===== src/rtl/vga_timing_gen.sv =====
// Raster timing generator: free-running x/y counters with registered syncs, visible flag and strobes.
// Optional VGA_FRAME_COUNT_EN adds an 8-bit frame_count output that ticks with frame_start.
module vga_timing_gen #(
    parameter int H_VISIBLE = 640,
    parameter int H_FRONT   = 16,
    parameter int H_SYNC    = 96,
    parameter int H_BACK    = 48,
    parameter int V_VISIBLE = 480,
    parameter int V_FRONT   = 10,
    parameter int V_SYNC    = 2,
    parameter int V_BACK    = 33,
    parameter bit HSYNC_POL = 1'b0,
    parameter bit VSYNC_POL = 1'b0
) (
    input  logic        clk,
    input  logic        reset_n,
    output logic [10:0] x,
    output logic [9:0]  y,
    output logic        hsync,
    output logic        vsync,
    output logic        visible,
    output logic        line_start,
`ifdef VGA_FRAME_COUNT_EN
    output logic [7:0]  frame_count,
`endif
    output logic        frame_start
);

    localparam int H_TOTAL = H_VISIBLE + H_FRONT + H_SYNC + H_BACK;
    localparam int V_TOTAL = V_VISIBLE + V_FRONT + V_SYNC + V_BACK;

    localparam logic [10:0] H_LAST      = 11'(H_TOTAL - 1);
    localparam logic [11:0] H_FP_START  = 12'(H_VISIBLE);
    localparam logic [11:0] H_SYN_START = 12'(H_VISIBLE + H_FRONT);
    localparam logic [11:0] H_BP_START  = 12'(H_VISIBLE + H_FRONT + H_SYNC);
    localparam bit          H_HAS_FP    = (H_FRONT > 0);
    localparam bit          H_HAS_SYN   = (H_SYNC > 0);
    localparam bit          H_HAS_BP    = (H_BACK > 0);

    localparam logic [9:0]  V_LAST      = 10'(V_TOTAL - 1);
    localparam logic [10:0] V_FP_START  = 11'(V_VISIBLE);
    localparam logic [10:0] V_SYN_START = 11'(V_VISIBLE + V_FRONT);
    localparam logic [10:0] V_BP_START  = 11'(V_VISIBLE + V_FRONT + V_SYNC);
    localparam bit          V_HAS_FP    = (V_FRONT > 0);
    localparam bit          V_HAS_SYN   = (V_SYNC > 0);
    localparam bit          V_HAS_BP    = (V_BACK > 0);

    if (H_TOTAL > 2048 || H_TOTAL < 1) begin : g_bad_h_total
        $error("vga_timing_gen: H_TOTAL out of range 1..2048");
    end
    if (V_TOTAL > 1024 || V_TOTAL < 1) begin : g_bad_v_total
        $error("vga_timing_gen: V_TOTAL out of range 1..1024");
    end

    typedef enum logic [1:0] {H_ACT, H_FP, H_SYN, H_BP} h_state_t;
    typedef enum logic [1:0] {V_ACT, V_FP, V_SYN, V_BP} v_state_t;

    logic [10:0] x_q, x_d;
    logic [9:0]  y_q, y_d;
    h_state_t    h_state_q, h_state_d;
    v_state_t    v_state_q, v_state_d;
    logic        hsync_q, hsync_d;
    logic        vsync_q, vsync_d;
    logic        visible_q, visible_d;
    logic        line_start_q, line_start_d;
    logic        frame_start_q, frame_start_d;
    logic        x_wrap;
`ifdef VGA_FRAME_COUNT_EN
    logic [7:0]  frame_count_q, frame_count_d;
`endif

    // Phases change when the next coordinate lands on a phase start; checking later phases
    // first lets a zero-width phase be skipped without a dead cycle.
    always_comb begin
        x_wrap    = (x_q == H_LAST);
        x_d       = x_wrap ? 11'd0 : x_q + 11'd1;
        y_d       = y_q;
        h_state_d = h_state_q;
        v_state_d = v_state_q;

        if (x_d == 11'd0)
            h_state_d = H_ACT;
        else if (H_HAS_BP && {1'b0, x_d} == H_BP_START)
            h_state_d = H_BP;
        else if (H_HAS_SYN && {1'b0, x_d} == H_SYN_START)
            h_state_d = H_SYN;
        else if (H_HAS_FP && {1'b0, x_d} == H_FP_START)
            h_state_d = H_FP;

        if (x_wrap) begin
            y_d = (y_q == V_LAST) ? 10'd0 : y_q + 10'd1;
            if (y_d == 10'd0)
                v_state_d = V_ACT;
            else if (V_HAS_BP && {1'b0, y_d} == V_BP_START)
                v_state_d = V_BP;
            else if (V_HAS_SYN && {1'b0, y_d} == V_SYN_START)
                v_state_d = V_SYN;
            else if (V_HAS_FP && {1'b0, y_d} == V_FP_START)
                v_state_d = V_FP;
        end

        hsync_d       = (h_state_d == H_SYN) ? HSYNC_POL : ~HSYNC_POL;
        vsync_d       = (v_state_d == V_SYN) ? VSYNC_POL : ~VSYNC_POL;
        visible_d     = (h_state_d == H_ACT) && (v_state_d == V_ACT);
        line_start_d  = x_wrap;
        frame_start_d = x_wrap && (y_q == V_LAST);
`ifdef VGA_FRAME_COUNT_EN
        frame_count_d = frame_start_d ? frame_count_q + 8'd1 : frame_count_q;
`endif
    end

    // Reset parks the counters on the last pixel so the first free-running edge lands on 0,0.
    always_ff @(posedge clk) begin
        if (!reset_n) begin
            x_q           <= H_LAST;
            y_q           <= V_LAST;
            h_state_q     <= H_BP;
            v_state_q     <= V_BP;
            hsync_q       <= ~HSYNC_POL;
            vsync_q       <= ~VSYNC_POL;
            visible_q     <= 1'b0;
            line_start_q  <= 1'b0;
            frame_start_q <= 1'b0;
`ifdef VGA_FRAME_COUNT_EN
            frame_count_q <= 8'd0;
`endif
        end else begin
            x_q           <= x_d;
            y_q           <= y_d;
            h_state_q     <= h_state_d;
            v_state_q     <= v_state_d;
            hsync_q       <= hsync_d;
            vsync_q       <= vsync_d;
            visible_q     <= visible_d;
            line_start_q  <= line_start_d;
            frame_start_q <= frame_start_d;
`ifdef VGA_FRAME_COUNT_EN
            frame_count_q <= frame_count_d;
`endif
        end
    end

    assign x           = x_q;
    assign y           = y_q;
    assign hsync       = hsync_q;
    assign vsync       = vsync_q;
    assign visible     = visible_q;
    assign line_start  = line_start_q;
    assign frame_start = frame_start_q;
`ifdef VGA_FRAME_COUNT_EN
    assign frame_count = frame_count_q;
`endif

endmodule

===== config.mk =====
export PLATFORM = sky130hd
export DESIGN_NAME = vga_timing_gen
export DESIGN_NICKNAME = d
export VERILOG_FILES = /design/src/rtl/vga_timing_gen.sv
export SDC_FILE = /design/constraint.sdc
export NUM_CORES = 1
export LEC_CHECK = 0
export CAP_MARGIN = 10
export CORE_UTILIZATION = 54
export CTS_CLUSTER_DIAMETER = 200
export DETAILED_ROUTE_END_ITERATION = 10
export GPL_ROUTABILITY_DRIVEN = 0
export PLACE_DENSITY = 0.8
export SLEW_MARGIN = 10
export SYNTH_ARGS = -nofsm -noshare
export SYNTH_HDL_FRONTEND = slang
export SYNTH_SLANG_ARGS = --single-unit

===== constraint.sdc =====
create_clock -name clk -period 2.6 [get_ports clk]
set_input_delay 0.52 -clock clk [delete_from_list [all_inputs] [get_ports clk]]
set_output_delay 0.52 -clock clk [all_outputs]
set_load 0.005 [all_outputs]

==> results.json, run 1 <==
{
  "relSlewSlack_pct": 56.72,
  "cts.sinks": 30,
  "placed_cell_area_sq_um": 2202,
  "slew_viol_final": 0,
  "worstHoldPathCells": 2,
  "fin_skew_ns": 0.008048,
  "fin_crit_ns": 2.388,
  "drtAntennaViolNets": 0,
  "cp-end-kind": "register",
  "path_class": "reg -> reg",
  "use_met2_pct": 39.87,
  "synth_largest_area_cell": "dfxtp_1",
  "clock_path_buffers": 2,
  "avgSynthCellArea_sq_um": 8.133,
  "final_area_sq_um": 2286,
  "numCtsBuffers": 5,
  "route.detailed.drc": 0,
  "htree_num_levels": 2,
  "clk_latency_ns": 0.33,
  "cp.arrival_ns": 2.58,
  "fillers": 295,
  "yosysSeqAreaShare_pct": 32.11,
  "die_x_microns": 60.86,
  "synth_top_cell_area_share_pct": 32.11,
  "grt-busiest-layer": "met2",
  "avgRoutedWirePerCell_microns": 13.65,
  "r2r_slack_ns": 0.21,
  "grt_pass1_vias": 1500,
  "reg2reg_depth": 9,
  "synth_ff_type": "dfxtp_1",
  "syn_nets": 236,
  "drive_above_1_share_pct": 13.36,
  "grtUsageTotal_pct": 24.79,
  "status": "finished, final reports clean",
  "num_vias": 1771,
  "total_power_uw": 2206,
  "yosys.cell_count.top_type": "dfxtp_1",
  "antenna_found_initial": 0,
  "critical_path_buf_inv_count": 2,
  "max_stage_delay_ns": 0.41,
  "cts_root_buf": "clkbuf_4",
  "grt_max_degree": 17,
  "grt_pass1_wl_microns": 6755,
  "dpl.hpwl_microns": 3002,
  "cp_slowest_cell": "dfxtp_1",
  "io_pins": 28,
  "cp_max_fo": 9,
  "gr-total-overflow": 0,
  "yosys.cell_types.count": 50,
  "area_growth_pct": 22.21,
  "setup_viol": 0,
  "pre_cts_ws_ns": 0.1945,
  "die_area_sq_um": 3703,
  "cts_tree": "built",
  "leakagePower_uw": 0.0008469,
  "powerDensity_nw_per_um2": 965.0,
  "min_path_type": "reg -> reg",
  "antenna_cells": 0,
  "synthTopCellsByCount": "dfxtp_1 (30), o21ai_0 (21), nand2_1 (20)",
  "drt_iter0_markers": 104,
  "drv_cap": 0,
  "path_depth": 9,
  "wl_microns": 4204,
  "fin_nets": 267,
  "die_height_microns": 60.86,
  "syn_area_sq_um": 1871,
  "core_sq_um": 3337,
  "dr.pass1.iters": 4,
  "clk_pin_slew_ns": 0.10,
  "grt.met3_usage_pct": 5.330,
  "grt_use_met1_pct": 32.72,
  "critPathRequiredTime_ns": 2.80,
  "path_delay_family": "simple AND/OR/NAND/NOR gates",
  "yosysWarnings": 0,
  "via_per_inst": 5.750,
  "ys_async_sr_fraction_pct": 0,
  "hold_viol": 0,
  "path_cells": "buf_4 > nor4_4 > buf_4 > nand4_1 > a21oi_1 > nand4_1 > or2_2 > a2bb2oi_1 > nand4b_1",
  "peakVddDrop_uv": 591.6,
  "port_buffers": 27,
  "fp-row-count": 21,
  "worst_slack_ns": 0.2122,
  "post-route-period-util_pct": 91.84,
  "ys_ff_latch": 30,
  "synth_cells": 230,
  "initial_core_util_pct": 56.06,
  "tightest_slew_ns": 0.6442,
  "synth-edff-count": 0,
  "crit_path_start_kind": "register",
  "max_freq_mhz": 418.8,
  "ys_top_cells_by_area": "dfxtp_1 (32%), xnor2_1 (6.1%), o21ai_0 (5.6%)"
}
## logic make-up after synthesis
family,Yosys count,synth area share (%)
AO/OA/AOI/OAI,51,17.32
XOR/XNOR,17,7.960
flip-flops,30,32.11
buffers and inverters,21,5.819
multiplexers,2,1.070
adder cells (fa/ha/maj),4,2.676
AND/OR/NAND/NOR,105,33.04
## cells in the final DEF, fill, tap and decap left out, types with 2 or more instances in the layout
cell type         n
a22oi_1           3
nor3_1            8
mux2i_1           2
nand4b_1          4
nand4_1           8
nand2_1          20
clkdlybuf4s50_1  27
xnor2_1          13
a2bb2oi_1         2
o21a_1            2
buf_4            12
and3_1            3
o311ai_0          2
nor4_1            3
nand3_1          12
and2_1            7
nand2b_1          4
or3_1             4
o21ai_0          21
nor3b_1           2
inv_1             6
clkbuf_8          3
or2_2             3
a31oi_1           3
xor2_1            4
ha_1              3
nor2_1           10
nor2b_1           6
a211oi_1          3
clkbuf_4          5
and3_2            3
a21oi_1           7
dfxtp_1          30
## tightest hold or removal path: stages (launching register included)
cell and delay [ns]:
dfxtp_1 0.34, a2bb2oi_1 0.08, nand4b_1 0.09
## per-stage QoR
stage / setup TNS [ns] / hold WS, ns / util [%] / instances
after CTS: 0 / 0.5382 / 68.35 / 308
after detailed placement: 0 / 0.5168 / 65.99 / 300
after floorplan: 0 / 0.4795 / - / 230
after global routing: -0.008777 / 0.5905 / 68.50 / 308
after global placement: 0 / 0.4994 / 65.99 / 300
final: 0 / 0.5365 / 68.50 / 308
## repair_timing
item / 4_1_cts / 5_1_grt
gates resized for setup: 0 / 3
hold buffers: 0 / 0
setup endpoints to repair: 0 / 4
buffers inserted: 0 / 0
## cell type report
| class | count | area, sq um | area share (%) |
|---|---|---|---|
| flip-flops and latches | 30 | 600.6 | 26.27 |
| clock buffers | 8 | 78.83 | 3.448 |
| well taps | 46 | 57.56 | 2.518 |
| repair buffers | 39 | 360.3 | 15.76 |
| multi-input cells | 179 | 1166 | 51.01 |
| inverters | 6 | 22.52 | 0.9852 |
## worst paths after layout
kind,start,endpoint
setup / recovery,x[6],hsync
hold / removal,h_state_q[0],hsync
setup reg to reg,x[6],hsync
hold reg to reg,h_state_q[0],hsync
## power breakdown
group | switching [uW] | total, uW | internal (uW)
clock network | 158 | 343 | 185
registers | 129 | 680 | 551
logic | 599 | 1180 | 584
## layer usage
layer | routed length, microns | up-vias
met4 | 36 | 0
met1 | 2112 | 833
li1 | - | 895
met2 | 1918 | 38
met3 | 137 | 5
met5 | 0 | -
## registers in the layout, indices dropped and copies added, names as in the netlist
signal       cells
frame_start      1
h_state_q        2
hsync            1
line_start       1
v_state_q        2
visible          1
vsync            1
x               11
y               10
(Power assumes the default switching activity.)
==> run 2: changes to the inputs <==
--- a/config.mk
+++ b/config.mk
@@ -10,8 +10,7 @@
 export CTS_CLUSTER_DIAMETER = 200
 export DETAILED_ROUTE_END_ITERATION = 10
 export GPL_ROUTABILITY_DRIVEN = 0
-export PLACE_DENSITY = 0.8
-export SLEW_MARGIN = 10
+export PLACE_DENSITY = 0.86
 export SYNTH_ARGS = -nofsm -noshare
 export SYNTH_HDL_FRONTEND = slang
 export SYNTH_SLANG_ARGS = --single-unit
==> results.json, run 2 (synthesized netlist as in run 1, its figures left out) <==
{
  "status": "finished, final reports clean",
  "core_sq_um": 3337,
  "drtAntennaViolNets": 0,
  "slew_viol_final": 0,
  "reg2reg_depth": 7,
  "drv_cap": 0,
  "clk_pin_slew_ns": 0.10,
  "initial_core_util_pct": 56.06,
  "hold_viol": 0,
  "setup_tns_ns": 0,
  "final_common_cell": "dfxtp_1",
  "switchingPower_uw": 881.5,
  "area_growth_pct": 21.34,
  "p_seq_share_pct": 31.5,
  "total_power_uw": 2191,
  "dpl.hpwl_microns": 2878,
  "avgRoutedWirePerCell_microns": 13.32,
  "wl_microns": 4076,
  "cp.arrival_ns": 2.66,
  "grt_pass1_wl_microns": 6872,
  "grt_max_degree": 30,
  "grt_pass1_vias": 1546,
  "critPathLaunch": "x[6]",
  "route.detailed.drc": 0,
  "grtUsageTotal_pct": 25.22,
  "relSlewSlack_pct": 60.50,
  "post-route-period-util_pct": 94.01,
  "leakagePower_uw": 0.0008356,
  "regArea_sq_um": 601.8,
  "fp-row-count": 21,
  "layout_common_cells": "dfxtp_1 (29), clkdlybuf4s50_1 (27), o21ai_0 (21), nand2_1 (20), xnor2_1 (13)",
  "fin_nets": 265,
  "largest_reg_flops": 11,
  "powerDensity_nw_per_um2": 965.4,
  "fin_skew_ns": 0.004786,
  "crit_path_start_kind": "register",
  "r2r_slack_ns": 0.16,
  "critical_path_buf_inv_count": 0,
  "htree_num_levels": 2,
  "via_per_inst": 5.791,
  "path_class": "reg -> reg",
  "path_delay_family": "simple AND/OR/NAND/NOR gates",
  "io_pins": 28,
  "fillers": 291,
  "dr.pass1.iters": 4,
  "multi_input_area_sq_um": 1165,
  "clk_latency_ns": 0.33,
  "path_cells": "or4b_4 > a2111oi_2 > or3_1 > nand4_1 > or2_2 > a2bb2oi_1 > nand4b_1",
  "num_vias": 1772,
  "p_int_uw": 1310,
  "whs_ns": 0.5566,
  "max_stage_delay_ns": 0.54,
  "combPwrFrac_pct": 51.9,
  "min_path_type": "reg -> reg",
  "postCtsSetupBuffers": 0,
  "tightest_slew_ns": 0.5880,
  "cts_root_buf": "clkbuf_4",
  "cp-end-kind": "register",
  "cts_tree": "built",
  "p_sw_share_pct": 40.23,
  "die_x_microns": 60.86,
  "r2r_start": "x[6]",
  "die_area_sq_um": 3703,
  "setup_viol": 0,
  "r2r_end": "hsync",
  "path_depth": 7,
  "antenna_found_initial": 0,
  "post_cts_resized": 0,
  "rsz0062_at_grt": "no",
  "ctsHoldBuffers": 0,
  "clock_path_buffers": 2,
  "cp_slowest_cell": "or4b_4",
  "port_buffers": 27,
  "clkPwrFrac_pct": 16.7,
  "peakVddDrop_uv": 502.5,
  "gr-total-overflow": 0,
  "drive_above_1_share_pct": 13.08,
  "cts.sinks": 30,
  "utilization_pct": 68.02,
  "die_height_microns": 60.86,
  "max_freq_mhz": 409.1,
  "fin_crit_ns": 2.444,
  "critPathRequiredTime_ns": 2.82,
  "drt_iter0_markers": 79,
  "antenna_cells": 0,
  "cp_max_fo": 11,
  "setup.worst_path.end": "hsync",
  "numCtsBuffers": 5
}
==> run 2: routing by layer <==
metal	track usage, %	wire length, microns
met4	14.61	40
met3	5.330	226
met5	0	0
met2	37.36	1843
met1	33.85	1966
==> run 2: worst min-delay path, delay by kind of cell (launching register included) <==
kind / cells / cell delay, ns
flip-flops: 1 / 0.35
AO/OA/AOI/OAI: 1 / 0.09
AND/OR/NAND/NOR: 1 / 0.09
==> run 2: worst min path at each step <==
| stage | to | startpoint | cells past startpoint | slack, ns |
|---|---|---|---|---|
| 2_1_floorplan | hsync | h_state_q[0] | 2 | 0.48 |
| 3_3_place_gp | hsync | h_state_q[0] | 2 | 0.50 |
| 3_5_place_dp | hsync | h_state_q[0] | 2 | 0.53 |
| 4_1_cts | hsync | h_state_q[0] | 2 | 0.56 |
| 5_1_grt | x[0] | x[0] | 1 | 0.60 |
| 6_report | hsync | h_state_q[0] | 2 | 0.56 |
==> run 2: through the flow <==
step	setup WS [ns]	instances	instance area, sq um
after floorplan	0.4085	230	1871
after global placement	0.3004	298	2187
after detailed placement	0.1982	298	2187
after CTS	0.1461	306	2265
after global routing	0.007026	306	2270
final	0.1556	306	2270
==> run 2: power groups by stage <==
stage | clock network, uW | logic [uW] | registers (uW)
2_1_floorplan | 0 | 820 | 651
3_3_place_gp | 0 | 1100 | 689
3_5_place_dp | 0 | 1120 | 694
4_1_cts | 376 | 1130 | 684
5_1_grt | 402 | 1270 | 708
6_report | 365 | 1140 | 690
==> run 2: area by class of cell <==
class                           count  share of cell area [%]
Multi-Input combinational cell    179                   51.32
Sequential cell                    30                   26.52
Timing Repair Buffer               37                   15.21
Tap cell                           46                   2.536
Clock inverter                      3                   1.764
Clock buffer                        5                   1.654
Inverter                            6                  0.9923
